===== src/rtl/hazard_stall_controller.sv =====
// hazard_stall_controller: pipeline advance/freeze/flush control with a RAW scoreboard,
// memory-wait watchdog and saturating stall/flush counters.
module hazard_stall_controller #(
    parameter int MEM_TIMEOUT = 15,
    parameter int CNT_W = 16
) (
    input  logic             clock,
    input  logic             reset,
    input  logic             id_valid,
    input  logic [4:0]       id_rs1,
    input  logic [4:0]       id_rs2,
    input  logic             id_uses_rs1,
    input  logic             id_uses_rs2,
    input  logic             id_reg_write,
    input  logic [4:0]       id_rd,
    input  logic             mem_branch_taken,
    input  logic             mem_req,
    input  logic             mem_ready,
    output logic             pc_wren,
    output logic             if_id_wren,
    output logic             id_ex_wren,
    output logic             ex_mem_wren,
    output logic             mem_wb_wren,
    output logic             if_id_flush,
    output logic             id_ex_flush,
    output logic             ex_mem_flush,
    output logic             mem_error,
    output logic [CNT_W-1:0] stall_count,
    output logic [CNT_W-1:0] flush_count
);
    localparam int WW = $clog2(MEM_TIMEOUT + 1);
    typedef enum logic [1:0] {RUN, MEM_WAIT, HALT} state_t;
    state_t state;
    logic [WW-1:0] wait_cnt, wait_nxt;
    logic ex_v, mem_v, wb_v, ex_rw, mem_rw, wb_rw;
    logic [4:0] ex_rd, mem_rd, wb_rd;
    logic hit1, hit2, raw, miss, freeze, flush, stall;
    // WB is included: the register file writes at the edge without bypass
    assign hit1 = (ex_v & ex_rw & ex_rd == id_rs1) | (mem_v & mem_rw & mem_rd == id_rs1) |
                  (wb_v & wb_rw & wb_rd == id_rs1);
    assign hit2 = (ex_v & ex_rw & ex_rd == id_rs2) | (mem_v & mem_rw & mem_rd == id_rs2) |
                  (wb_v & wb_rw & wb_rd == id_rs2);
    assign raw = id_valid & ((id_uses_rs1 & id_rs1 != 5'd31 & hit1) |
                             (id_uses_rs2 & id_rs2 != 5'd31 & hit2));
    assign miss = mem_req & ~mem_ready;
    assign freeze = miss | state == HALT;
    assign flush = ~freeze & mem_branch_taken;
    assign stall = ~freeze & ~mem_branch_taken & raw;
    assign wait_nxt = wait_cnt + 1'b1;
    assign pc_wren = ~reset & ~freeze & ~stall;
    assign if_id_wren = pc_wren;
    assign id_ex_wren = ~reset & ~freeze;
    assign ex_mem_wren = id_ex_wren;
    assign mem_wb_wren = id_ex_wren;
    assign if_id_flush = reset | flush;
    assign ex_mem_flush = if_id_flush;
    assign id_ex_flush = reset | flush | stall;
    always_ff @(posedge clock) begin
        if (reset) begin
            {ex_v, mem_v, wb_v} <= '0;
            {ex_rw, mem_rw, wb_rw} <= '0;
            {ex_rd, mem_rd, wb_rd} <= '0;
            state <= RUN;
            wait_cnt <= '0;
            mem_error <= 1'b0;
            stall_count <= '0;
            flush_count <= '0;
        end else begin
            if (!freeze) begin
                {wb_v, wb_rd, wb_rw} <= {mem_v, mem_rd, mem_rw};
                {mem_v, mem_rd, mem_rw} <= {ex_v & ~flush, ex_rd, ex_rw};
                {ex_v, ex_rd, ex_rw} <= {id_valid & ~flush & ~stall, id_rd, id_reg_write};
            end
            if ((stall | freeze) & ~&stall_count) stall_count <= stall_count + 1'b1;
            if (flush & ~&flush_count) flush_count <= flush_count + 1'b1;
            case (state)
                RUN: if (miss) begin
                    state <= MEM_WAIT;
                    wait_cnt <= WW'(1);
                end
                MEM_WAIT: if (mem_ready) begin
                    state <= RUN;
                    wait_cnt <= '0;
                end else if (mem_req) begin
                    wait_cnt <= wait_nxt;
                    if (wait_nxt == WW'(MEM_TIMEOUT)) begin
                        state <= HALT;
                        mem_error <= 1'b1;
                    end
                end
                default: ;
            endcase
        end
    end
endmodule


===== config.mk =====
export PLATFORM = sky130hd
export DESIGN_NAME = hazard_stall_controller
export DESIGN_NICKNAME = d
export VERILOG_FILES = /design/src/rtl/hazard_stall_controller.sv
export SDC_FILE = /design/constraint.sdc
export NUM_CORES = 1
export LEC_CHECK = 0
export ABC_AREA = 1
export BUFFER_PORTS_ARGS = -buffer_cell sky130_fd_sc_hd__buf_4
export CORE_UTILIZATION = 44
export DETAILED_ROUTE_END_ITERATION = 10
export MAX_ROUTING_LAYER = met4
export PLACE_DENSITY_LB_ADDON = 0.25
export SYNTH_ARGS = -nofsm -noshare
export SYNTH_HDL_FRONTEND = slang
export SYNTH_SLANG_ARGS = --single-unit

===== constraint.sdc =====
create_clock -name clock -period 3.39 [get_ports clock]
set_input_delay 0.339 -clock clock [delete_from_list [all_inputs] [get_ports clock]]
set_output_delay 0.339 -clock clock [all_outputs]
set_load 0.02 [all_outputs]

**Yosys cells after proc, flatten, opt, wreduce, memory -nomap -nowiden**

Cells that the tools add are included.

- Register bits after elaboration: 60
- Latch bits: 0
- Bits in writable memories: 0
- Bits in read-only memories: 0
- Input bits: 24
- Output and inout bits: 41
- Word-level logic and storage cells: 89
- Memories: 0

- $add $sub $neg: 3
- Multipliers: 0
- Div/mod/pow operators: 0
- Order comparisons: 0
- Equal/unequal tests: 14
- Shift-type cells: 0
- Muxes and demuxes: 9
- Bitwise operators: 40
- Reduce and logical (&&, ||, !) cells: 9

Operators by type and width:

| operator | count |
|---|---|
| 16-bit by 1-bit adder with 16-bit output (second input constant) | 2 |
| 16-bit AND reduction | 2 |
| 5-bit == test | 6 |
| 1-bit AND | 25 |
| 4-bit two-way mux | 3 |
| 5-bit inequality test (second input constant) | 2 |
| 1-bit OR | 9 |
| 2-bit two-way mux | 4 |
| 4-bit one-hot mux with 2 select lines | 1 |
| 4-bit AND reduction | 2 |
| 3-bit inequality test (second input constant) | 2 |
| 1-bit NOT | 6 |
| 4-bit by 1-bit adder with 4-bit output (second input constant) | 1 |
| 4-bit == test (second input constant) | 1 |
| 2-bit one-hot mux with 2 select lines | 1 |
| 3-bit AND reduction | 1 |
| 2-bit by 1-bit == test with 1-bit output (second input constant) | 1 |
| 2-bit == test (second input constant) | 1 |
| 1-bit logical NOT | 2 |
| 2-bit logical NOT | 1 |
| 2-bit inequality test (second input constant) | 1 |
| 2-bit nonzero test | 1 |

**Depth between registers and ports, before layout**

Gate-level depths: netlist of run 1.

- Word-level depth: 10
- Mapped depth: 14
- Gate-level depth less buffers: 13

**Least setup slack after synthesis of run 1**

No wires, ideal clock.

- Path kind: flip-flop to flip-flop
- Start point: reg stall_count[0]
- End point: reg stall_count[15]
- Setup time: 0.067 ns
- Arrival time: 2.001 ns
- Required time: 3.323 ns
- Slack: 1.322 ns
- Cell stages (with the launch flop): 13
- Buffers on the path: 1
- Clock period less this slack: 2.068 ns
- Cells stage by stage: dfxtp_1 > ha_1 > nand2_2 > nor3_4 > nand3_2 > nor3_2 > nand2_2 > nor2_4 > nand2_4 > nand2_8 > buf_12 > nand2_1 > a21oi_2

- Cells in the longest elaborated chain, start to end: 3
- Elaborated cells on any way between the ends: 4

RTL lines:

| element | line | RTL |
|---|---|---|
| start, declared | 28 | `output logic [CNT_W-1:0] stall_count,` |
| start signal, assigned | 74 | `if ((stall \| freeze) & ~&stall_count) stall_count <= stall_count + 1'b1;` |
| branches (longest 3 deep; another with 16-bit by 1-bit adder with 16-bit output) | -- |  |

Several ways; the timed one is not identified.
A chain may end at the register's enable or synchronous reset.

**Worst setup path after layout of run 1**

- Start point: reg state[0]
- End point: out if_id_wren

- Cells in the longest elaborated chain, start to end: 7
- Elaborated cells on any way between the ends: 8

RTL lines:

| element | line | RTL |
|---|---|---|
| start, declared | 33 | `state_t state;` |
| start signal, assigned | 63 | `state <= RUN;` |
| start signal, assigned | 78 | `state <= MEM_WAIT;` |
| start signal, assigned | 82 | `state <= RUN;` |
| 2-bit == test (*) | 46 | `assign freeze = miss \| state == HALT;` |
| 1-bit OR (*) | 46 |  |
| 1-bit NOT (*) | 48, 50 |  |
| 1-bit AND (2 in series) | 48 | `assign stall = ~freeze & ~mem_branch_taken & raw;` |
| 1-bit NOT | 50 | `assign pc_wren = ~reset & ~freeze & ~stall;` |
| 1-bit AND (*) | 50 |  |
| end, declared | 20 | `output logic if_id_wren,` |

Mark *: on every way between the ends. The rest lies on a longest branch, timed or not.

==> results of run 1 <==
-- how the worst max path moves through the flow --
stage,start,to,slack (ns),cells after the start
after floorplan,stall_count[0],stall_count[15],1.32,12
after global placement,mem_ready,if_id_wren,1.10,9
after detailed placement,mem_ready,if_id_wren,1.01,9
after CTS,state[0],if_id_wren,0.81,8
after global routing,state[0],if_id_wren,0.58,8
final,state[0],if_id_wren,0.85,8
-- synth_stat cells (5+ instances only) --
cell type	instances
sky130_fd_sc_hd__nand2_1	126
sky130_fd_sc_hd__clkbuf_1	7
sky130_fd_sc_hd__xor2_1	10
sky130_fd_sc_hd__nand3_1	38
sky130_fd_sc_hd__dfxtp_1	60
sky130_fd_sc_hd__nor2_1	55
sky130_fd_sc_hd__xnor2_1	7
sky130_fd_sc_hd__nor4_1	5
sky130_fd_sc_hd__a21oi_2	10
sky130_fd_sc_hd__nand2_2	11
sky130_fd_sc_hd__inv_1	45
sky130_fd_sc_hd__nor3_1	10
sky130_fd_sc_hd__o21ai_0	32
sky130_fd_sc_hd__inv_2	14
sky130_fd_sc_hd__o21ai_1	6
sky130_fd_sc_hd__a21oi_1	41
-- cell type report --
class                           count  share of cell area, %
Sequential cell                    60                   28.6
Multi-Input combinational cell    381                   45.9
Inverter                           60                   5.42
Clock buffer                       12                   3.46
Timing Repair Buffer               66                   11.8
Clock inverter                      4                   1.73
Tap cell                          102                   3.04
-- layer usage --
metal | vias up | share of wire (%) | GRT usage, %
li1 | 1807 | - | -
met1 | 1584 | 45 | 26.6
met2 | 82 | 49 | 36.0
met3 | 6 | 4.9 | 3.11
met4 | 0 | 0.90 | 8.20
met5 | - | 0 | -
-- registers in the layout, summed over array words and instances (netlist names) --
| signal | cells |
|---|---|
| stall_count | 16 |
| state | 2 |
| mem_rd | 5 |
| mem_error | 1 |
| flush_count | 16 |
| wb_v | 1 |
| wait_cnt | 4 |
| wb_rd | 5 |
| mem_rw | 1 |
| mem_v | 1 |
| ex_rw | 1 |
| ex_rd | 5 |
| ex_v | 1 |
| wb_rw | 1 |
-- per-stage QoR --
stage                     setup slack [ns]  hold WS [ns]  utilization [%]
after detailed placement              1.01         0.450             51.8
after global placement                1.10         0.443             51.8
after CTS                            0.812         0.271             54.6
final                                0.846         0.288             54.6
after global routing                 0.583         0.303             54.6
after floorplan                       1.32         0.439                -
-- worst register-to-register path: cells and delay by family, from the launching register on --
kind / cells / cell delay, ns
AOI/OAI and AO/OA: 2 / 0.24
DFF: 1 / 0.34
buffers and inverters: 1 / 0.05
and+or+nand+nor: 6 / 1.43
-- kinds of logic after synthesis --
kind of cell | Yosys count | synth area share, %
simple gates | 262 | 34.2
compound gates | 98 | 15.7
buf+inv | 77 | 9.74
flops | 60 | 34.6
xor+xnor | 17 | 4.29
fa+ha+maj | 4 | 1.44
-- power groups by stage --
stage	Sequential, µW	Clock [µW]	Combinational [µW]
floorplan	772	0	149
global placement	772	0	218
detailed placement	772	0	221
CTS	756	732	223
global route	761	770	250
finish	757	714	221
==> out/summary.json, run 1 <==
{
  "run_status": {
    "outcome": "finished, final reports clean"
  },
  "worst_setup_path": {
    "critical_path_cell_by_cell": "inv_1, nand2_1, nand2_1, nor3b_1, nand2_4, nand2_4, nor2_1, buf_4",
    "worstSetupPathType": "register to output pin",
    "depth_of_the_most_critical_reg_to_reg_path": 9,
    "reg2reg_setup_slack_ns": 1.21,
    "crit_path_max_fanout": 18,
    "slowest_stage": "sky130_fd_sc_hd__nor3b_1",
    "timing.critical_path.arrival_ns": 2.20,
    "critical_path.top_delay_family": "simple AND/OR/NAND/NOR gates",
    "timing.critical_path.slowest_cell_delay_ns": 0.52,
    "rr_startpoint": "state[0]",
    "worst_ep_required_time_ns": 3.05,
    "critPathBufInv": 2,
    "critical_path_sink_type": "output pin",
    "r2r-end": "flush_count[10]",
    "startpoint_class": "register"
  },
  "power_and_ir_drop": {
    "power_frac_clock_pct": 42.2,
    "power.share.sequential_pct": 44.7,
    "post-layout-total-power_uw": 1690,
    "power_per_cell_area_nw_per_um2": 403,
    "worst_ir_drop_vdd_mv": 0.220,
    "sw_frac_of_total_pct": 26.3,
    "power.static_leakage_uw": 0.00180,
    "net_switching_component_of_the_power_uw": 445,
    "internal-power_uw": 1250,
    "combPwrFrac_pct": 13.1
  },
  "floorplanning": {
    "floorplan.initialDensity_pct": 45.1,
    "die_width_um": 90.8,
    "die_h_um": 90.8,
    "placementRows": 32,
    "ioPinCount": 65,
    "dieArea_um2": 8240,
    "core_um2": 7690
  },
  "synthesis": {
    "postSynthAreaPerCell_um2": 6.70,
    "post-synth-top-area-cell": "sky130_fd_sc_hd__dfxtp_1",
    "synthDominantCellAreaShare_pct": 34.6,
    "post_synth_instance_area_um2": 3470,
    "synthesis.instances": 518,
    "synth-edff-count": 0,
    "postSynth.topFlopCell": "sky130_fd_sc_hd__dfxtp_1",
    "seq_area_frac_synth_pct": 34.6,
    "postSynthNetCount": 546,
    "cells_taking_the_most_area_after_synthesis": "sky130_fd_sc_hd__dfxtp_1, sky130_fd_sc_hd__nand2_1, sky130_fd_sc_hd__nor2_1, sky130_fd_sc_hd__a21oi_1, sky130_fd_sc_hd__nand3_1",
    "synth_cell_types": 39,
    "flip_flop_and_latch_count_after_synthesis": 60,
    "synthesis.yosys.warnings": 0,
    "ys_async_sr_fraction_pct": 0
  },
  "routing": {
    "vias_per_cell": 5.08,
    "detail_route.first_pass.iterations": 4,
    "routedWlPerCell_um": 12.1,
    "antenna_left": 0,
    "postRouteWirelength_mm": 8.29,
    "initialDrtViolationCount": 150,
    "vias": 3479,
    "route.detailed.drc": 0
  },
  "clock_network": {
    "tritoncts": "done",
    "clk_transition_reported_paths_ns": 0.07,
    "numCtsBuffers": 9,
    "post-cts-setup-buffers": 0,
    "clock_sinks": 60,
    "ctsResizeCount": 0,
    "clk-insertion-delay-late_ns": 0.33,
    "holdBufCountCts": 0,
    "cts.root.buffer_cell": "sky130_fd_sc_hd__clkbuf_8",
    "clk_path_buf_depth": 2,
    "maximum_level_of_the_cts_h_tree": 3
  },
  "cells_and_area": {
    "number_of_fillers_in_the_final_layout": 761,
    "antenna_cells": 0,
    "finalNetCount": 606,
    "layout_commonest_cell": "sky130_fd_sc_hd__nand2_1",
    "flow.area_growth_from_synthesis_pct": 21.1,
    "multi_input_area_um2": 1930,
    "layoutNonFillerInstCount": 685,
    "drive_gt1_share_pct": 21.4,
    "final-seq-area_um2": 1200,
    "fin_area_um2": 4200,
    "layout_common_cells": "sky130_fd_sc_hd__nand2_1, sky130_fd_sc_hd__buf_4, sky130_fd_sc_hd__dfxtp_1, sky130_fd_sc_hd__nor2_1, sky130_fd_sc_hd__inv_1"
  },
  "global_routing": {
    "grt_antenna_before_repair": 0,
    "grt_pass1_wl_mm": 14.4,
    "grt_overflow_total": 0,
    "total_global_routing_track_utilization_pct": 21.7,
    "grt_start_max_net_pins": 32,
    "vias_in_the_first_global_route": 3234
  },
  "timing": {
    "worst_slew_pin_slew_ns": 0.566,
    "timing.clock.skew_ns": 0.0115,
    "slew_viol_final": 0,
    "rsz0062_at_grt": "no",
    "post-route-period-util_pct": 75.0,
    "hold_violations": 0,
    "final_period_minus_worst_setup_slack_ns": 2.54,
    "achievable-frequency_ghz": 0.393,
    "setup_viol": 0,
    "max-slew-margin-rel_pct": 62.2,
    "setup_total_negative_slack_ns": 0
  },
  "worst_hold_path": {
    "worst_hold_path.endpoint": "ex_rd[0]",
    "min_delay_path_depth": 3,
    "hp-start": "id_rd[0]",
    "worst_hold_path_type": "input port to register"
  },
  "placement": {
    "finalWeightedCongestion": 0.917,
    "buffer_ports.inserted": 64,
    "dp_hpwl_mm": 6.15,
    "postPlaceCellArea_um2": 3980,
    "place.detailed.instances": 669
  },
  "run": {
    "timing.max_cap.violations": 0
  }
}
(Power assumes the default switching activity.)
==> run 2, diff against run 1 <==
Settings changed: ABC_AREA 1 to 0.
Clock period 3.39 ns to 2.1 ns, I/O delays scaled along.
==> out/summary.json, run 2 <==
{
  "floorplanning": {
    "die_h": {"value": 86.2, "unit": "µm", "change": "was 90.8 µm"},
    "core": {"value": 6830, "unit": "µm²", "change": "was 7690 µm²"},
    "floorplan.initialDensity": {"value": 45.7, "unit": "%", "change": "was 45.1%"},
    "die_width": {"value": 86.2, "unit": "µm", "change": "was 90.8 µm"},
    "ioPinCount": {"value": 65, "change": "unchanged"},
    "placementRows": {"value": 30, "change": "was 32"},
    "dieArea": {"value": 7430, "unit": "µm²", "change": "was 8240 µm²"}
  },
  "placement": {
    "dp_hpwl": {"value": 5.49, "unit": "mm", "change": "was 6.15 mm"},
    "place.detailed.instances": {"value": 565, "change": "was 669"},
    "postPlaceCellArea": {"value": 3900, "unit": "µm²", "change": "was 3980 µm²"},
    "finalWeightedCongestion": {"value": 0.904, "change": "was 0.917"},
    "buffer_ports.inserted": {"value": 64, "change": "unchanged"}
  },
  "timing": {
    "fin_hold_ws": {"value": 0.119, "unit": "ns", "change": "was 0.288 ns"},
    "max-slew-margin-rel": {"value": 66.6, "unit": "%", "change": "was 62.2%"},
    "slew_viol_final": {"value": 0, "change": "unchanged"},
    "timing.clock.skew": {"value": 0.00865, "unit": "ns", "change": "was 0.0115 ns"},
    "worst_slew_pin_slew": {"value": 0.495, "unit": "ns", "change": "was 0.566 ns"},
    "pnr_worst_setup_slack": {"value": -0.228, "unit": "ns", "change": "was 0.846 ns"},
    "final_period_minus_worst_setup_slack_ns": 2.33,
    "rsz0062_at_grt": {"value": "yes", "change": "was no"},
    "achievable-frequency_ghz": 0.430,
    "hold_violations": {"value": 0, "change": "unchanged"},
    "post-route-period-util_pct": 111,
    "setup_viol": {"value": 17, "change": "was 0"}
  },
  "worst_setup_path": {
    "crit_path_max_fanout": {"value": 23, "change": "was 18"},
    "timing.critical_path.arrival": {"value": 2.58, "unit": "ns", "change": "was 2.20 ns"},
    "rr_startpoint": {"value": "ex_rd[2]", "change": "was state[0]"},
    "worstSetupPathType": {"value": "register to register", "change": "was register to output pin"},
    "r2r-end": {"value": "stall_count[3]", "change": "was flush_count[10]"},
    "timing.critical_path.from": {"value": "ex_rd[2]", "change": "was state[0]"},
    "depth_of_the_most_critical_reg_to_reg_path": {"value": 7, "change": "was 9"},
    "reg2reg_setup_slack": {"value": -0.23, "unit": "ns", "change": "was 1.21 ns"},
    "critical_path_sink_type": {"value": "register", "change": "was output pin"},
    "worst_ep_required_time": {"value": 2.35, "unit": "ns", "change": "was 3.05 ns"},
    "startpoint_class": {"value": "register", "change": "unchanged"}
  },
  "synthesis": {
    "synth-edff-count": {"value": 0, "change": "unchanged"},
    "post-synth-top-area-cell": {"value": "sky130_fd_sc_hd__dfxtp_1", "change": "unchanged"},
    "dominant_cell_by_count_in_the_synthesized_netlist": {"value": "sky130_fd_sc_hd__dfxtp_1", "change": "was sky130_fd_sc_hd__nand2_1"},
    "post_synth_instance_area": {"value": 3120, "unit": "µm²", "change": "was 3470 µm²"},
    "synth_cell_types": {"value": 38, "change": "was 39"},
    "post_synth_most_frequent_cells": {"value": "sky130_fd_sc_hd__dfxtp_1, sky130_fd_sc_hd__nand2_1, sky130_fd_sc_hd__a21oi_1", "change": "was sky130_fd_sc_hd__nand2_1, sky130_fd_sc_hd__dfxtp_1, sky130_fd_sc_hd__nor2_1"},
    "synthesis.yosys.warnings": {"value": 0, "change": "unchanged"},
    "postSynthAreaPerCell": {"value": 7.92, "unit": "µm²", "change": "was 6.70 µm²"},
    "synthesis.instances": {"value": 394, "change": "was 518"},
    "flip_flop_and_latch_count_after_synthesis": {"value": 60, "change": "unchanged"},
    "seq_area_frac_synth": {"value": 38.5, "unit": "%", "change": "was 34.6%"},
    "ys_async_sr_fraction": {"value": 0, "unit": "%", "change": "unchanged"},
    "synthDominantCellAreaShare": {"value": 38.5, "unit": "%", "change": "was 34.6%"},
    "postSynth.topFlopCell": {"value": "sky130_fd_sc_hd__dfxtp_1", "change": "unchanged"},
    "postSynthNetCount": {"value": 422, "change": "was 546"},
    "cells_taking_the_most_area_after_synthesis": {"value": "sky130_fd_sc_hd__dfxtp_1, sky130_fd_sc_hd__xor2_1, sky130_fd_sc_hd__a21oi_1, sky130_fd_sc_hd__nand2_1, sky130_fd_sc_hd__nor2_1", "change": "was sky130_fd_sc_hd__dfxtp_1, sky130_fd_sc_hd__nand2_1, sky130_fd_sc_hd__nor2_1, sky130_fd_sc_hd__a21oi_1, sky130_fd_sc_hd__nand3_1"}
  },
  "clock_network": {
    "clk_path_buf_depth": {"value": 2, "change": "unchanged"},
    "clk_transition_reported_paths": {"value": 0.07, "unit": "ns", "change": "about the same"},
    "tritoncts": {"value": "done", "change": "unchanged"},
    "clock_sinks": {"value": 60, "change": "unchanged"},
    "cts.root.buffer_cell": {"value": "sky130_fd_sc_hd__clkbuf_8", "change": "unchanged"},
    "clk-insertion-delay-late": {"value": 0.33, "unit": "ns", "change": "about the same"},
    "numCtsBuffers": {"value": 9, "change": "unchanged"},
    "maximum_level_of_the_cts_h_tree": {"value": 3, "change": "unchanged"}
  },
  "worst_hold_path": {
    "worst_hold_path_type": {"value": "input port to register", "change": "unchanged"},
    "min_delay_path_depth": {"value": 3, "change": "unchanged"},
    "worst_hold_path.endpoint": {"value": "ex_rd[0]", "change": "unchanged"},
    "hp-start": {"value": "id_rd[0]", "change": "unchanged"}
  },
  "routing": {
    "routed-wl-met3": {"value": 294, "unit": "µm", "change": "was 403 µm"},
    "vias_per_cell": {"value": 5.24, "change": "was 5.08"},
    "routedWlPerCell": {"value": 13.1, "unit": "µm", "change": "was 12.1 µm"},
    "initialDrtViolationCount": {"value": 125, "change": "was 150"},
    "vias": {"value": 3054, "change": "was 3479"},
    "postRouteWirelength": {"value": 7.63, "unit": "mm", "change": "was 8.29 mm"},
    "antenna_left": {"value": 0, "change": "unchanged"},
    "detail_route.first_pass.iterations": {"value": 4, "change": "unchanged"},
    "route.layer.met1.wl": {"value": 3.54, "unit": "mm", "change": "was 3.77 mm"},
    "route.detailed.drc": {"value": 0, "change": "unchanged"},
    "routed.top_layer": {"value": "met4", "change": "unchanged"},
    "met2_length": {"value": 3.68, "unit": "mm", "change": "was 4.04 mm"}
  },
  "global_routing": {
    "grt_start_max_net_pins": {"value": 26, "change": "was 32"},
    "grt_overflow_total": {"value": 0, "change": "unchanged"},
    "vias_in_the_first_global_route": {"value": 2816, "change": "was 3234"},
    "total_global_routing_track_utilization": {"value": 21.9, "unit": "%", "change": "was 21.7%"},
    "grt_pass1_wl": {"value": 12.6, "unit": "mm", "change": "was 14.4 mm"},
    "grt_antenna_before_repair": {"value": 0, "change": "unchanged"}
  },
  "cells_and_area": {
    "antenna_cells": {"value": 0, "change": "unchanged"},
    "flow.area_growth_from_synthesis": {"value": 33.0, "unit": "%", "change": "was 21.1%"},
    "drive_gt1_share": {"value": 29.4, "unit": "%", "change": "was 21.4%"},
    "multi_input_area": {"value": 1840, "unit": "µm²", "change": "was 1930 µm²"},
    "fin_area": {"value": 4150, "unit": "µm²", "change": "was 4200 µm²"},
    "layout_common_cells": {"value": "sky130_fd_sc_hd__buf_4, sky130_fd_sc_hd__nand2_1, sky130_fd_sc_hd__dfxtp_1, sky130_fd_sc_hd__a21oi_1, sky130_fd_sc_hd__nor2_1", "change": "was sky130_fd_sc_hd__nand2_1, sky130_fd_sc_hd__buf_4, sky130_fd_sc_hd__dfxtp_1, sky130_fd_sc_hd__nor2_1, sky130_fd_sc_hd__inv_1"},
    "layout_commonest_cell": {"value": "sky130_fd_sc_hd__buf_4", "change": "was sky130_fd_sc_hd__nand2_1"},
    "number_of_fillers_in_the_final_layout": {"value": 639, "change": "was 761"},
    "reg.largest.list": {"value": "flush_count: 16 flops, stall_count: 16 flops", "change": "unchanged"},
    "final-seq-area": {"value": 1210, "unit": "µm²", "change": "was 1200 µm²"},
    "finalNetCount": {"value": 510, "change": "was 606"},
    "layoutNonFillerInstCount": {"value": 583, "change": "was 685"}
  },
  "run": {
    "timing.max_cap.violations": {"value": 0, "change": "unchanged"}
  },
  "power_and_ir_drop": {
    "power_per_cell_area": {"value": 618, "unit": "nW/µm²", "change": "was 403 nW/µm²"},
    "worst_ir_drop_vdd": {"value": 0.310, "unit": "mV", "change": "was 0.220 mV"},
    "post-layout-total-power": {"value": 2570, "unit": "µW", "change": "was 1690 µW"},
    "power.static_leakage": {"value": 0.00171, "unit": "µW", "change": "was 0.00180 µW"}
  },
  "run_status": {
    "outcome": {"value": "finished with violations", "change": "was finished, final reports clean"},
    "failed_checks": "negative setup slack"
  }
}
==> run 2: worst max-delay path, cell delays in order (launching register included) <==
cell	delay [ns]
sky130_fd_sc_hd__dfxtp_2	0.34
sky130_fd_sc_hd__xor2_1	0.16
sky130_fd_sc_hd__nor4_1	0.30
sky130_fd_sc_hd__nand4_1	0.17
sky130_fd_sc_hd__a311o_1	0.38
sky130_fd_sc_hd__and3_4	0.27
sky130_fd_sc_hd__or4_1	0.49
sky130_fd_sc_hd__a21oi_1	0.15
==> run 2: cells by family after synthesis <==
family / synth area share [%]
xor+xnor: 12.6
fa+ha+maj: 1.60
simple gates: 27.5
mux: 2.17
buf+inv: 4.21
compound gates: 13.4
flops: 38.5
==> run 2: repair_timing <==
item | in CTS | in global routing
hold buffers | 0 | 0
gates resized for setup | 7 | 2
pin swaps | 10 | 2
endpoints found under the setup margin | 17 | 19
buffers inserted | 2 | 0
==> run 2: area by class of cell <==
type	count	area share (%)
inverter	8	0.723
clock inverter	5	1.45
clock buffer	11	3.65
sequential	60	29.3
tap	96	2.89
multi-input combinational	305	44.2
timing repair buffer	98	17.8
==> run 2: per-stage QoR <==
step	TNS [ns]	utilization, %	worst slack [ns]
finish	-2.82	60.8	-0.228
global route	-4.09	60.8	-0.302
CTS	-2.67	60.6	-0.234
detailed placement	-2.26	57.0	-0.236
global placement	-1.63	57.0	-0.185
floorplan	-0.152	-	-0.0322
==> run 2: worst max path at each step <==
stage | endpoint | slack (ns) | cells past startpoint
after floorplan | stall_count[7] | -0.03 | 8
after global placement | stall_count[3] | -0.19 | 7
after detailed placement | stall_count[3] | -0.24 | 8
after CTS | id_ex_flush | -0.23 | 8
after global routing | if_id_wren | -0.30 | 8
final | stall_count[3] | -0.23 | 7
==> run 2: per-layer routing <==
layer	GRT usage [%]	vias to the layer above
met2	35.4	72
met4	9.85	0
li1	-	1553
met3	2.86	10
met5	-	-
met1	27.3	1419
==> run 2: power by group <==
group | total (µW) | internal, µW | switching [µW]
Sequential | 1200 | 1160 | 32.1
Clock | 1080 | 612 | 465
Combinational | 292 | 133 | 158
==> run 3, diff against run 2 <==
==> constraint.sdc (replaced) <==
create_clock -name clock -period 2.1 [get_ports clock]
set_input_delay 0.21 -clock clock [delete_from_list [all_inputs] [get_ports clock]]
set_output_delay 0.21 -clock clock [all_outputs]
set_load 0.1 [all_outputs]
==> out/summary.json, run 3 (synthesis gave the netlist of run 2 again) <==
{
  "timing": {
    "post-route-period-util": {"value": 115, "unit": "%", "change": "was 111%"},
    "slew_viol_final": {"value": 0, "change": "unchanged"},
    "setup_viol": {"value": 16, "change": "was 17"},
    "max-slew-margin-rel": {"value": 65.3, "unit": "%", "change": "was 66.6%"},
    "final_period_minus_worst_setup_slack": {"value": 2.42, "unit": "ns", "change": "was 2.33 ns"},
    "setup_total_negative_slack": {"value": -3.52, "unit": "ns", "change": "was -2.82 ns"},
    "rsz0062_at_grt": {"value": "yes", "change": "unchanged"},
    "achievable-frequency": {"value": 0.413, "unit": "GHz", "change": "was 0.430 GHz"},
    "hold_violations": {"value": 0, "change": "unchanged"},
    "pnr_worst_setup_slack": {"value": -0.321, "unit": "ns", "change": "was -0.228 ns"},
    "fin_hold_ws": {"value": 0.106, "unit": "ns", "change": "was 0.119 ns"},
    "timing.clock.skew": {"value": 0.00717, "unit": "ns", "change": "was 0.00865 ns"},
    "worst_slew_pin_slew": {"value": 0.521, "unit": "ns", "change": "was 0.495 ns"}
  },
  "global_routing": {
    "total_global_routing_track_utilization": {"value": 22.5, "unit": "%", "change": "was 21.9%"},
    "gr-usage-met1": {"value": 28.2, "unit": "%", "change": "was 27.3%"},
    "grt_use_met2": {"value": 36.0, "unit": "%", "change": "was 35.4%"},
    "grt_antenna_before_repair": {"value": 0, "change": "unchanged"},
    "grt_overflow_total": {"value": 0, "change": "unchanged"},
    "grt_use_met3": {"value": 5.52, "unit": "%", "change": "was 2.86%"},
    "grt.busiest_layer": {"value": "met2", "change": "unchanged"},
    "grt_pass1_wl": {"value": 12.9, "unit": "mm", "change": "was 12.6 mm"},
    "vias_in_the_first_global_route": {"value": 2800, "change": "was 2816"},
    "grt_start_max_net_pins": {"value": 33, "change": "was 26"}
  },
  "clock_network": {
    "clk_transition_reported_paths": {"value": 0.07, "unit": "ns", "change": "about the same"},
    "maximum_level_of_the_cts_h_tree": {"value": 3, "change": "unchanged"},
    "holdBufCountCts": {"value": 0, "change": "unchanged"},
    "tritoncts": {"value": "done", "change": "unchanged"},
    "cts.root.buffer_cell": {"value": "sky130_fd_sc_hd__clkbuf_8", "change": "unchanged"},
    "numCtsBuffers": {"value": 9, "change": "unchanged"},
    "clk-insertion-delay-late": {"value": 0.34, "unit": "ns", "change": "was 0.33 ns"},
    "clk_path_buf_depth": {"value": 2, "change": "unchanged"},
    "clock_sinks": {"value": 60, "change": "unchanged"}
  },
  "placement": {
    "dp_worst_setup_slack": {"value": -0.272, "unit": "ns", "change": "was -0.236 ns"},
    "dp_hpwl": {"value": 5.55, "unit": "mm", "change": "was 5.49 mm"},
    "buffer_ports.inserted": {"value": 64, "change": "unchanged"},
    "finalWeightedCongestion": {"value": 0.871, "change": "was 0.904"}
  },
  "cells_and_area": {
    "reg.largest.list": {"value": "flush_count: 16 flops, stall_count: 16 flops", "change": "unchanged"},
    "layout_commonest_cell": {"value": "sky130_fd_sc_hd__buf_4", "change": "unchanged"},
    "antenna_cells": {"value": 0, "change": "unchanged"},
    "layout_common_cells": {"value": "sky130_fd_sc_hd__buf_4, sky130_fd_sc_hd__nand2_1, sky130_fd_sc_hd__a21oi_1, sky130_fd_sc_hd__nor2_1, sky130_fd_sc_hd__dfxtp_2", "change": "was sky130_fd_sc_hd__buf_4, sky130_fd_sc_hd__nand2_1, sky130_fd_sc_hd__dfxtp_1, sky130_fd_sc_hd__a21oi_1, sky130_fd_sc_hd__nor2_1"},
    "flow.area_growth_from_synthesis": {"value": 36.8, "unit": "%", "change": "was 33.0%"},
    "postLayoutCoreUtil": {"value": 62.5, "unit": "%", "change": "was 60.8%"},
    "drive_gt1_share": {"value": 38.5, "unit": "%", "change": "was 29.4%"},
    "finalNetCount": {"value": 501, "change": "was 510"},
    "number_of_fillers_in_the_final_layout": {"value": 617, "change": "was 639"}
  },
  "power_and_ir_drop": {
    "power_frac_clock": {"value": 38.3, "unit": "%", "change": "was 42.0%"},
    "internal-power": {"value": 1840, "unit": "µW", "change": "was 1910 µW"},
    "sw_frac_of_total": {"value": 29.0, "unit": "%", "change": "was 25.5%"},
    "combPwrFrac": {"value": 15.9, "unit": "%", "change": "was 11.4%"},
    "net_switching_component_of_the_power": {"value": 751, "unit": "µW", "change": "was 655 µW"},
    "worst_ir_drop_vdd": {"value": 0.329, "unit": "mV", "change": "was 0.310 mV"},
    "power.static_leakage": {"value": 0.00172, "unit": "µW", "change": "was 0.00171 µW"},
    "power_per_cell_area": {"value": 607, "unit": "nW/µm²", "change": "was 618 nW/µm²"},
    "power.share.sequential": {"value": 45.8, "unit": "%", "change": "was 46.6%"}
  },
  "floorplanning": {
    "dieArea": {"value": 7430, "unit": "µm²", "change": "unchanged"},
    "die_width": {"value": 86.2, "unit": "µm", "change": "unchanged"},
    "placementRows": {"value": 30, "change": "unchanged"},
    "ioPinCount": {"value": 65, "change": "unchanged"},
    "floorplan.initialDensity": {"value": 45.7, "unit": "%", "change": "unchanged"},
    "core": {"value": 6830, "unit": "µm²", "change": "unchanged"},
    "die_h": {"value": 86.2, "unit": "µm", "change": "unchanged"}
  },
  "run_status": {
    "failed_checks": {"value": "negative setup slack", "change": "unchanged"},
    "outcome": {"value": "finished with violations", "change": "unchanged"}
  },
  "worst_setup_path": {
    "slowest_stage": {"value": "sky130_fd_sc_hd__nor4_1", "change": "was sky130_fd_sc_hd__or4_1"},
    "timing.critical_path.slowest_cell_delay": {"value": 0.37, "unit": "ns", "change": "was 0.49 ns"},
    "worstSetupPathType": {"value": "register to output pin", "change": "was register to register"},
    "startpoint_class": {"value": "register", "change": "unchanged"},
    "critical_path_cell_by_cell": {"value": "xor2_1, nor4_1, nand4_1, a31o_2, buf_4, nand2_4, a21o_4, buf_12", "change": "was xor2_1, nor4_1, nand4_1, a311o_1, and3_4, or4_1, a21oi_1"},
    "rr_startpoint": {"value": "ex_rd[4]", "change": "was ex_rd[2]"},
    "worst_ep_required_time": {"value": 1.89, "unit": "ns", "change": "was 2.35 ns"},
    "critical_path_sink_type": {"value": "output pin", "change": "was register"},
    "crit_path_max_fanout": {"value": 3, "change": "was 23"},
    "critPathBufInv": {"value": 2, "change": "was 0"},
    "timing.critical_path.from": {"value": "ex_rd[4]", "change": "was ex_rd[2]"},
    "timing.critical_path.arrival": {"value": 2.21, "unit": "ns", "change": "was 2.58 ns"},
    "critical_path.top_delay_family": {"value": "simple AND/OR/NAND/NOR gates", "change": "unchanged"}
  },
  "routing": {
    "routedWlPerCell": {"value": 13.8, "unit": "µm", "change": "was 13.1 µm"},
    "vias": {"value": 3052, "change": "was 3054"},
    "detail_route.first_pass.iterations": {"value": 4, "change": "unchanged"},
    "initialDrtViolationCount": {"value": 171, "change": "was 125"},
    "route.detailed.drc": {"value": 0, "change": "unchanged"},
    "antenna_left": {"value": 0, "change": "unchanged"},
    "postRouteWirelength": {"value": 7.91, "unit": "mm", "change": "was 7.63 mm"},
    "vias_per_cell": {"value": 5.32, "change": "was 5.24"}
  },
  "worst_hold_path": {
    "worst_hold_path_type": {"value": "input port to register", "change": "unchanged"},
    "hp-start": {"value": "id_rd[3]", "change": "was id_rd[0]"}
  },
  "run": {
    "timing.max_cap.violations": {"value": 0, "change": "unchanged"}
  }
}
[run 3: through the flow]
stage | power, µW | cells | cell area, µm²
2_1_floorplan | 1480 | 394 | 3300
3_3_place_gp | 1600 | 557 | 3950
3_5_place_dp | 1610 | 557 | 3950
4_1_cts | 2610 | 573 | 4170
5_1_grt | 2710 | 574 | 4270
6_report | 2590 | 574 | 4270
[run 3: layer usage]
layer | share of wire (%) | vias up
li1 | - | 1526
met1 | 46 | 1451
met2 | 49 | 65
met3 | 3.8 | 10
met4 | 1.0 | 0
met5 | 0 | -
[run 3: worst register-to-register path: cells and delay by family, from the launching register on]
kind | cells | cell delay (ns)
xor gates and xnor gates | 1 | 0.17
DFF | 1 | 0.34
AOI/OAI and AO/OA | 2 | 0.45
and+or+nand+nor | 4 | 1.35
[run 3: layout make-up]
| class | instances | area, µm² | area share [%] |
|---|---|---|---|
| multi-input combinational | 305 | 1970 | 46.2 |
| timing repair buffer | 89 | 684 | 16.0 |
| clock buffer | 11 | 131 | 3.08 |
| inverter | 8 | 30.0 | 0.704 |
| clock inverter | 5 | 51.3 | 1.20 |
| sequential | 60 | 1280 | 30.0 |
| tap | 96 | 120 | 2.81 |
[run 3: final timing paths]
| check | endpoint | cells after the start | slack, ns |
|---|---|---|---|
| worst min-delay path | ex_rd[3] | 3 | 0.11 |
| worst min register to register | mem_error | 2 | 0.45 |
| worst max-delay path | id_ex_flush | 8 | -0.32 |
| worst max register to register | stall_count[15] | 7 | -0.26 |
[run 3: power groups by stage]
| stage | combinational [µW] | sequential, µW | clock [µW] |
|---|---|---|---|
| floorplan | 233 | 1250 | 0 |
| global placement | 390 | 1210 | 0 |
| detailed placement | 395 | 1210 | 0 |
| CTS | 402 | 1190 | 1020 |
| global route | 444 | 1190 | 1070 |
| finish | 413 | 1190 | 992 |
[run 3: what timing repair did]
item / in CTS / in global routing
pin swaps: 7 / 9
resized for setup: 8 / 18
setup buffers: 0 / 1
setup endpoints to repair: 17 / 20
